`config.mk`:
```
export PLATFORM = sky130hd
export DESIGN_NAME = iddmm_div_512_by_256
export DESIGN_NICKNAME = d
export VERILOG_FILES = /design/src/rtl/iddmm_pkg.sv /design/src/rtl/iddmm_div_step.sv /design/src/rtl/iddmm_div_512_by_256.sv
export SDC_FILE = /design/constraint.sdc
export NUM_CORES = 2
export LEC_CHECK = 0
export CAP_MARGIN = 10
export CORE_AREA = 4 4 599 601
export DETAILED_ROUTE_END_ITERATION = 8
export DIE_AREA = 0 0 603 605
export PLACE_DENSITY = 0.47
export SYNTH_ARGS = -nofsm -noshare
export SYNTH_HDL_FRONTEND = slang
export SYNTH_SLANG_ARGS = --single-unit
```
`constraint.sdc`:
```
create_clock -name clk -period 6.3 [get_ports clk]
set_input_delay 1.26 -clock clk [delete_from_list [all_inputs] [get_ports clk]]
set_output_delay 1.26 -clock clk [all_outputs]
set_load 0.03 [all_outputs]
```
`src/rtl/iddmm_pkg.sv`:
```
// Shared constants and types for the 512-by-256 restoring divider.
package iddmm_pkg;

    localparam int DW_DEF = 512;
    localparam int MW_DEF = 256;

    // Bit n set means n quotient bits per cycle is a supported configuration.
    localparam logic [4:0] BPC_ALLOWED = 5'b10110;

    typedef enum logic [1:0] {
        IDLE = 2'd0,
        CALC = 2'd1,
        DONE = 2'd2
    } state_t;

    function automatic bit bpc_legal(input int bpc, input int dw);
        return (bpc >= 1) && (bpc <= 4) && BPC_ALLOWED[bpc] && ((dw % bpc) == 0);
    endfunction

endpackage

```
`src/rtl/iddmm_div_step.sv`:
```
// One restoring-division step: shift in a dividend bit, subtract the divisor if it fits.
module iddmm_div_step #(
    parameter int MW = 256
) (
    input  logic [MW:0]   r,
    input  logic [MW-1:0] m,
    input  logic          bit_in,
    output logic [MW:0]   r_next,
    output logic          qbit
);

    logic [MW:0] shifted;
    logic [MW:0] diff;

    // r < m on entry, so the shifted value is < 2m and fits in MW+1 bits.
    assign shifted = {r[MW-1:0], bit_in};
    assign diff    = shifted - {1'b0, m};
    assign qbit    = (shifted >= {1'b0, m});
    assign r_next  = qbit ? diff : shifted;

endmodule

```
`src/rtl/iddmm_div_512_by_256.sv`:
```
// Sequential restoring divider: DW-bit dividend by MW-bit divisor, BPC quotient bits per cycle.
module iddmm_div_512_by_256
    import iddmm_pkg::*;
#(
    parameter int DW  = DW_DEF,
    parameter int MW  = MW_DEF,
    parameter int BPC = 1
) (
    input  logic          clk,
    input  logic          rst_n,
    input  logic          i_valid,
    output logic          i_ready,
    input  logic [DW-1:0] x,
    input  logic [MW-1:0] m,
    output logic          o_valid,
    input  logic          o_ready,
    output logic [DW-1:0] quotient,
    output logic [MW-1:0] remainder,
    output logic          div0
);

    localparam int STEPS = DW / BPC;
    localparam int CW    = $clog2(STEPS + 1);

    if (!bpc_legal(BPC, DW)) begin : g_bpc_illegal
        $error("iddmm_div_512_by_256: BPC must be 1, 2 or 4 and divide DW");
    end

    state_t        state, state_nxt;
    logic [CW-1:0] cnt;
    logic [DW-1:0] xsh;
    logic [MW-1:0] m_r;
    logic [MW:0]   r_q;
    logic [MW:0]   r_chain [0:BPC];
    logic [BPC-1:0] qbits;
    logic [DW-1:0] xsh_nxt;
    logic          accept;
    logic          last;

    // xsh doubles as the quotient register: dividend bits leave at the top,
    // quotient bits enter at the bottom.
    assign r_chain[0] = r_q;
    for (genvar k = 0; k < BPC; k++) begin : g_step
        iddmm_div_step #(.MW(MW)) u_step (
            .r      (r_chain[k]),
            .m      (m_r),
            .bit_in (xsh[DW-1-k]),
            .r_next (r_chain[k+1]),
            .qbit   (qbits[BPC-1-k])
        );
    end

    assign xsh_nxt = {xsh[DW-BPC-1:0], qbits};
    assign accept  = i_valid && i_ready;
    assign last    = (cnt == CW'(1));

    always_ff @(posedge clk or negedge rst_n) begin
        if (!rst_n) state <= IDLE;
        else        state <= state_nxt;
    end

    always_comb begin
        state_nxt = state;
        i_ready   = 1'b0;
        o_valid   = 1'b0;
        case (state)
            IDLE: begin
                i_ready = 1'b1;
                if (i_valid) state_nxt = (m == '0) ? DONE : CALC;
            end
            CALC: begin
                if (last) state_nxt = DONE;
            end
            DONE: begin
                o_valid = 1'b1;
                if (o_ready) state_nxt = IDLE;
            end
            default: state_nxt = IDLE;
        endcase
    end

    always_ff @(posedge clk or negedge rst_n) begin
        if (!rst_n) begin
            cnt       <= '0;
            xsh       <= '0;
            m_r       <= '0;
            r_q       <= '0;
            quotient  <= '0;
            remainder <= '0;
            div0      <= 1'b0;
        end else begin
            case (state)
                IDLE: begin
                    if (accept) begin
                        xsh <= x;
                        m_r <= m;
                        r_q <= '0;
                        cnt <= CW'(STEPS);
                        if (m == '0) begin
                            quotient  <= '1;
                            remainder <= x[MW-1:0];
                            div0      <= 1'b1;
                        end
                    end
                end
                CALC: begin
                    xsh <= xsh_nxt;
                    r_q <= r_chain[BPC];
                    cnt <= cnt - CW'(1);
                    if (last) begin
                        quotient  <= xsh_nxt;
                        remainder <= r_chain[BPC][MW-1:0];
                        div0      <= 1'b0;
                    end
                end
                default: ;
            endcase
        end
    end

endmodule

```
-- Yosys cells after proc, flatten, opt, wreduce, memory -nomap -nowiden
Index checks and enable logic that the tools add are counted.
- bits in registers: 1805
- bits in latches: 0
- bits in writable memories: 0
- bits in read-only memories: 0
- input bits: 772
- memories: 0
- add/sub/neg operators: 2
- multipliers: 0
- divide/modulo/power cells: 0
- order comparisons: 1
- eq/ne operators: 8
- shifts and indexed selects: 0
- muxes and demuxes: 26
- bitwise gates (word level): 0
- reductions and logical operators: 8
- operator list (cell ; number):
    512-bit 2-to-1 mux ; 4
    512-bit one-hot mux with 2 select lines ; 2
    256-bit 2-to-1 mux ; 5
    256-bit one-hot mux with 2 select lines ; 2
    257-bit by 256-bit >= comparator with 1-bit output ; 1
    256-bit zero test ; 1
    256-bit subtractor ; 1
    10-bit one-hot mux with 2 select lines ; 1
    10-bit by 1-bit equality test with 1-bit output, second input constant ; 1
    10-bit 2-to-1 mux ; 1
    2-bit != test, second input constant ; 5
    10-bit by 1-bit subtractor with 10-bit output, second input constant ; 1
    2-bit 2-to-1 mux ; 4
    2-bit one-hot mux with 3 select lines ; 1
    1-bit 2-to-1 mux ; 5
    2-bit AND reduction ; 2
    4-bit AND reduction ; 1
    3-bit AND reduction ; 1
    2-bit by 1-bit equality test with 1-bit output, second input constant ; 1
    2-bit equality test, second input constant ; 1
    2-bit zero test ; 1
    1-bit one-hot mux with 2 select lines ; 1
    2-bit nonzero test ; 1
    1-bit logical AND ; 1

-- Logic depth before layout (Yosys ltp)
- word-level depth: 5
- gate-level depth with buffers: 19

-- Hierarchy
From an unflattened synthesis, not the netlist that was laid out.
- cells, all modules: 10932
- area, all modules: 94827.2 um2
- modules (own cells, without submodules) (module ; times used ; cells each ; area each (um2)):
    iddmm_div_512_by_256 ; 1 ; 6870 ; 71486.1
    iddmm_div_step ; 1 ; 4062 ; 23341.1

-- Least setup slack after synthesis
OpenSTA, ideal clock, no wires.
- path type: input to register
- start: input port m[13]
- end: register remainder[247]
- arrival time: 3736 ps
- required time: 6218 ps
- slack: 2482 ps
- cell stages on the path: 11
- buffers on the path: 3
- cells stage by stage: nor4_1 -> nand4_1 -> nor4_1 -> a41oi_1 -> or3_1 -> clkbuf_1 -> clkbuf_1 -> nor2_1 -> nand2_1 -> buf_2 -> o22ai_1
- longest elaborated chain between the ends: 3
- ends and longest elaborated chain (element ; line ; source):
    start: declaration ; iddmm_div_512_by_256.sv:14 ; input logic [MW-1:0] m,
    256-bit zero test ; iddmm_div_512_by_256.sv:99 ; if (m == '0) begin
    2-bit != test (no source line) ; - ;
    4-bit AND reduction (no source line) ; - ;
    end signal: assignment ; iddmm_div_512_by_256.sv:101 ; remainder <= x[MW-1:0];
    end signal: assignment ; iddmm_div_512_by_256.sv:112 ; remainder <= r_chain[BPC][MW-1:0];
    end: declaration ; iddmm_div_512_by_256.sv:18 ; output logic [MW-1:0] remainder,
Every way passes these cells.
A chain may end at the register's enable or synchronous reset.

-- Final worst setup path
- start: register r_q[148]
- end: register remainder[165]
- longest elaborated chain between the ends: 4
- elaborated cells between the ends (all ways): 5
- classes of those cells: add/sub (1); order compare (1); mux (3)
- ends and longest elaborated chain (element ; line ; source):
    start: declaration ; iddmm_div_512_by_256.sv:33 ; logic [MW:0] r_q;
    start signal: assignment ; iddmm_div_512_by_256.sv:108 ; r_q <= r_chain[BPC];
    256-bit subtractor or 257-bit by 256-bit >= comparator with 1-bit output (tied branches) ; iddmm_div_step.sv:17, iddmm_div_step.sv:18 ;
    256-bit 2-to-1 mux * ; iddmm_div_step.sv:19 ; assign r_next = qbit ? diff : shifted;
    256-bit 2-to-1 mux * ; iddmm_div_512_by_256.sv:110 ; if (last) begin
    256-bit one-hot mux with 2 select lines * ; iddmm_div_512_by_256.sv:92 ; case (state)
Every way passes the cells marked *; elsewhere a longest branch is shown, timed or not. The select of a mux whose other input is x is not followed.

==> summary.md <==
| Metric | Value |
|---|---|
| GRT Util Overall | 28.2% |
| Clock buffer depth | 4 |
| HPWL after DPL | 433000 um |
| Hold Path Class | in -> async |
| Die area | 365000 um^2 |
| WL/cell | 29.5 um |
| Worst hold slack | 0.233 ns |
| Rows | 218 |
| Leak | 55.2 nW |
| Most frequent cells in the layout | nand2_1, dfrtp_1, clkdlybuf4s50_1 |
| Post-synthesis compound-gate area fraction | 22.1% |
| Post-DRT Antenna Nets | 0 |
| Most common cell after layout, fill and taps aside | nand2_1 |
| Achievable clock frequency | 173 MHz |
| Antenna violations before repair | 126 |
| Worst slew margin relative to its limit | 13.2% |
| Post-Syn Nets | between 10000 and 15000 |
| DRT Pass-1 Iters | 6 |
| Worst Path Class, Setup | reg -> reg |
| Maximum number of pins on one net before global-route repair | 155 |
| Final Total Pwr | 90.3 mW |
| Cells after Synth | about 12000 |
| Power share of the combinational group | between 60 and 70% |
| Psw | 47.7 mW |
| Yosys warning count | 0 |
| CP max FO | 33 |
| Ports | roughly 1500 |
| Gpl congestion | 0.980 |
| Total wire length | between 500000 and 600000 um |
| Share of Yosys cell area claimed by the top area cell type | between 40 and 50% |
| Min cycle time layout | 5.77 ns |
| Status | finished clean |
| CTS hold repair buffers | 0 |
| Yosys reg bits | 1805 |
| Post-synthesis simple-gate area fraction | between 20% and 30% |
| Final setup violation count | 0 |
| XOR/XNOR Fraction of Synth Area | under 10% |
| Leading area contributor after synthesis | dfrtp_1 |
| Setup tns final | 0 ns |
| Leading post-synthesis cells by cell area | dfrtp_1, nand2_1, o21ai_0 |
| Pint | 42.6 mW |
| Critical Path AT | 6.60 ns |
| Clock-pin slew on the worst setup and hold paths | ~0.06 ns |
| Tcrit/Tclk final | between 90 and 100% |
| Layout cells sized above 1 | 6.41% |
| Number of enable flip-flop cells after synthesis | 0 |
| Gr ovfl total | 0 |
| Mapped Avg Cell Area | approximately 8 um^2 |
| Sequential share of power | roughly a quarter |
| CTS tree | built |
| Mux contribution to synthesized area | 0.452% |
| Starting density of the core | 27.3% |
| CTS-repair resized insts | 0 |
| Top FF cell, synth | dfrtp_1 |
| Least-Margin Pin Slew | roughly 1.3 ns |
| Via-per-instance ratio | 5.27 |
| PwrDens | between 700 and 800 nW/um^2 |
| Clk_skew | between 0.09 and 0.1 ns |
| Adder-cell share of the synthesized area | 3.37% |
| H-tree Lvls | 4 |
| Die height | 605 um |
| Worst vdd ir | between 0.3 and 0.4 mV |
| Root buffer cell | clkbuf_16 |
| Final Hold Fails | 0 |
| Reg2Reg Depth | 14 |
| Nets | 14400 |
| Cts bufs inserted | 222 |
| DIE WIDTH | 603 um |
| Clock latency on the worst-skew pair | 0.95 ns |
| Synth-to-layout area growth | 30.9% |
| Clock power frac | between 10 and 15% |
| Unique masters post-synth | 100 |
| Largest family of logic cells by synthesized area | compound AO/OA/AOI/OAI gates |
| Mapped cell area | 96400 um^2 |
| Worst Setup End Kind | flop |
| Sequential area share after synthesis | 46.8% |
| Required time of the critical path | about 7.1 ns |
| RSZ-0062 raised after global routing | no |
| CTS Sinks | 1805 |
| FILL cells | approximately 37000 |
| Initial DRC count | 9340 |
| Setup bufs post-CTS | 0 |
| Core area | around 350000 um^2 |
| Number of global-route vias before repair | 93500 |
| Residual DRC | 0 |
| Slew Viols, Final | 0 |
| Port Buf Inserts | 1542 |
| Switching Share | 52.8% |
| Finished Core Util | 35.8% |
| Max-cap violations | 0 |
| Global-route wire length before repair | 745000 um |
| Crit start category | flop |
| DR vias | 96500 |
| Asr flop ratio synth | 100% |
[state kept, by name, summed over array words and instances (netlist names)]
register and cells:
state 2, r_q 256, xsh 512, div0 1
cnt 10, quotient 512, remainder 256, m_r 256
[stage by stage]
stage | std cells | worst slack (ns) | area (um^2)
after floorplan | 12000 | 2.48 | 96400
after detailed placement | 17800 | 0.521 | 119000
after CTS | 18200 | 0.526 | 126000
after global placement | 17800 | 0.0632 | 119000
after global routing | 18300 | 0.286 | 126000
final | 18300 | 0.526 | 126000
[critical path, cell delays in order (launching register included)]
cell and delay, ns:
dfrtp_1 0.40, ha_1 0.51, nand4_1 0.31, or2_2 0.42, nor3_1 0.31, nand2_1 0.54
nor4_2 0.87, a21oi_1 0.21, o31ai_1 0.31, o21a_4 0.46, buf_12 0.25, nor2_1 0.07
a211oi_1 0.73, a21oi_1 0.08, o21ai_1 0.15
[power by group through the flow]
stage	combinational (mW)	clock, mW	sequential (mW)
2_1_floorplan	27.0	0	24.9
3_3_place_gp	54.8	0	21.7
3_5_place_dp	54.7	0	21.8
4_1_cts	55.0	13.7	21.6
5_1_grt	59.1	14.2	22.3
6_report	55.2	13.4	21.7
[cell usage after synthesis, drive strengths merged, types with 163 or more instances]
cell type,count
nand4,198
inv,345
clkbuf,661
nand2,3232
a31oi,557
dfrtp,1805
o21ai,1437
ha,258
a21oi,943
buf,163
nor2,970
a21o,225
[cell type report]
cell class | instances | area, um^2 | share of cell area [%]
multi-input combinational | 9025 | 46900 | 37.1
timing repair buffer | 1925 | 19300 | 15.3
clock inverter | 82 | 968 | 0.768
clock buffer | 320 | 6520 | 5.16
inverter | 345 | 1290 | 1.03
sequential | 1805 | 45200 | 35.8
tap | 4730 | 5920 | 4.69
antenna | 61 | 153 | 0.121
[layer usage]
layer | vias to the layer above | share of wire [%] | global-route usage (%)
li1 | 44100 | - | -
met1 | 48200 | 42 | 36.3
met2 | 3364 | 48 | 46.9
met3 | 773 | 5.6 | 4.46
met4 | 34 | 4.6 | 12.0
met5 | - | 0.046 | 0
[logic make-up (layout without fill, tap and decap cells)]
kind of cell | count (synthesis) | in the layout
other | 0 | 61
flip-flops | 1805 | 1805
AO/OA/AOI/OAI | 3663 | 3663
multiplexers | 41 | 41
AND/OR/NAND/NOR | 4811 | 4811
XOR/XNOR | 251 | 251
buffers and inverters | 1169 | 2672
adder cells (fa/ha/maj) | 259 | 259
[path summary, 6_finish.rpt]
kind	to	start	slack, ns
max	remainder[165]	r_q[148]	0.53
min	quotient[323]	rst_n	0.23
max reg2reg	remainder[165]	r_q[148]	0.53
min reg2reg	quotient[490]	quotient[490]	0.46
max in group asynchronous	quotient[478]	rst_n	4.30
min in group clk	quotient[490]	quotient[490]	0.46
(Power assumes the default switching activity.)
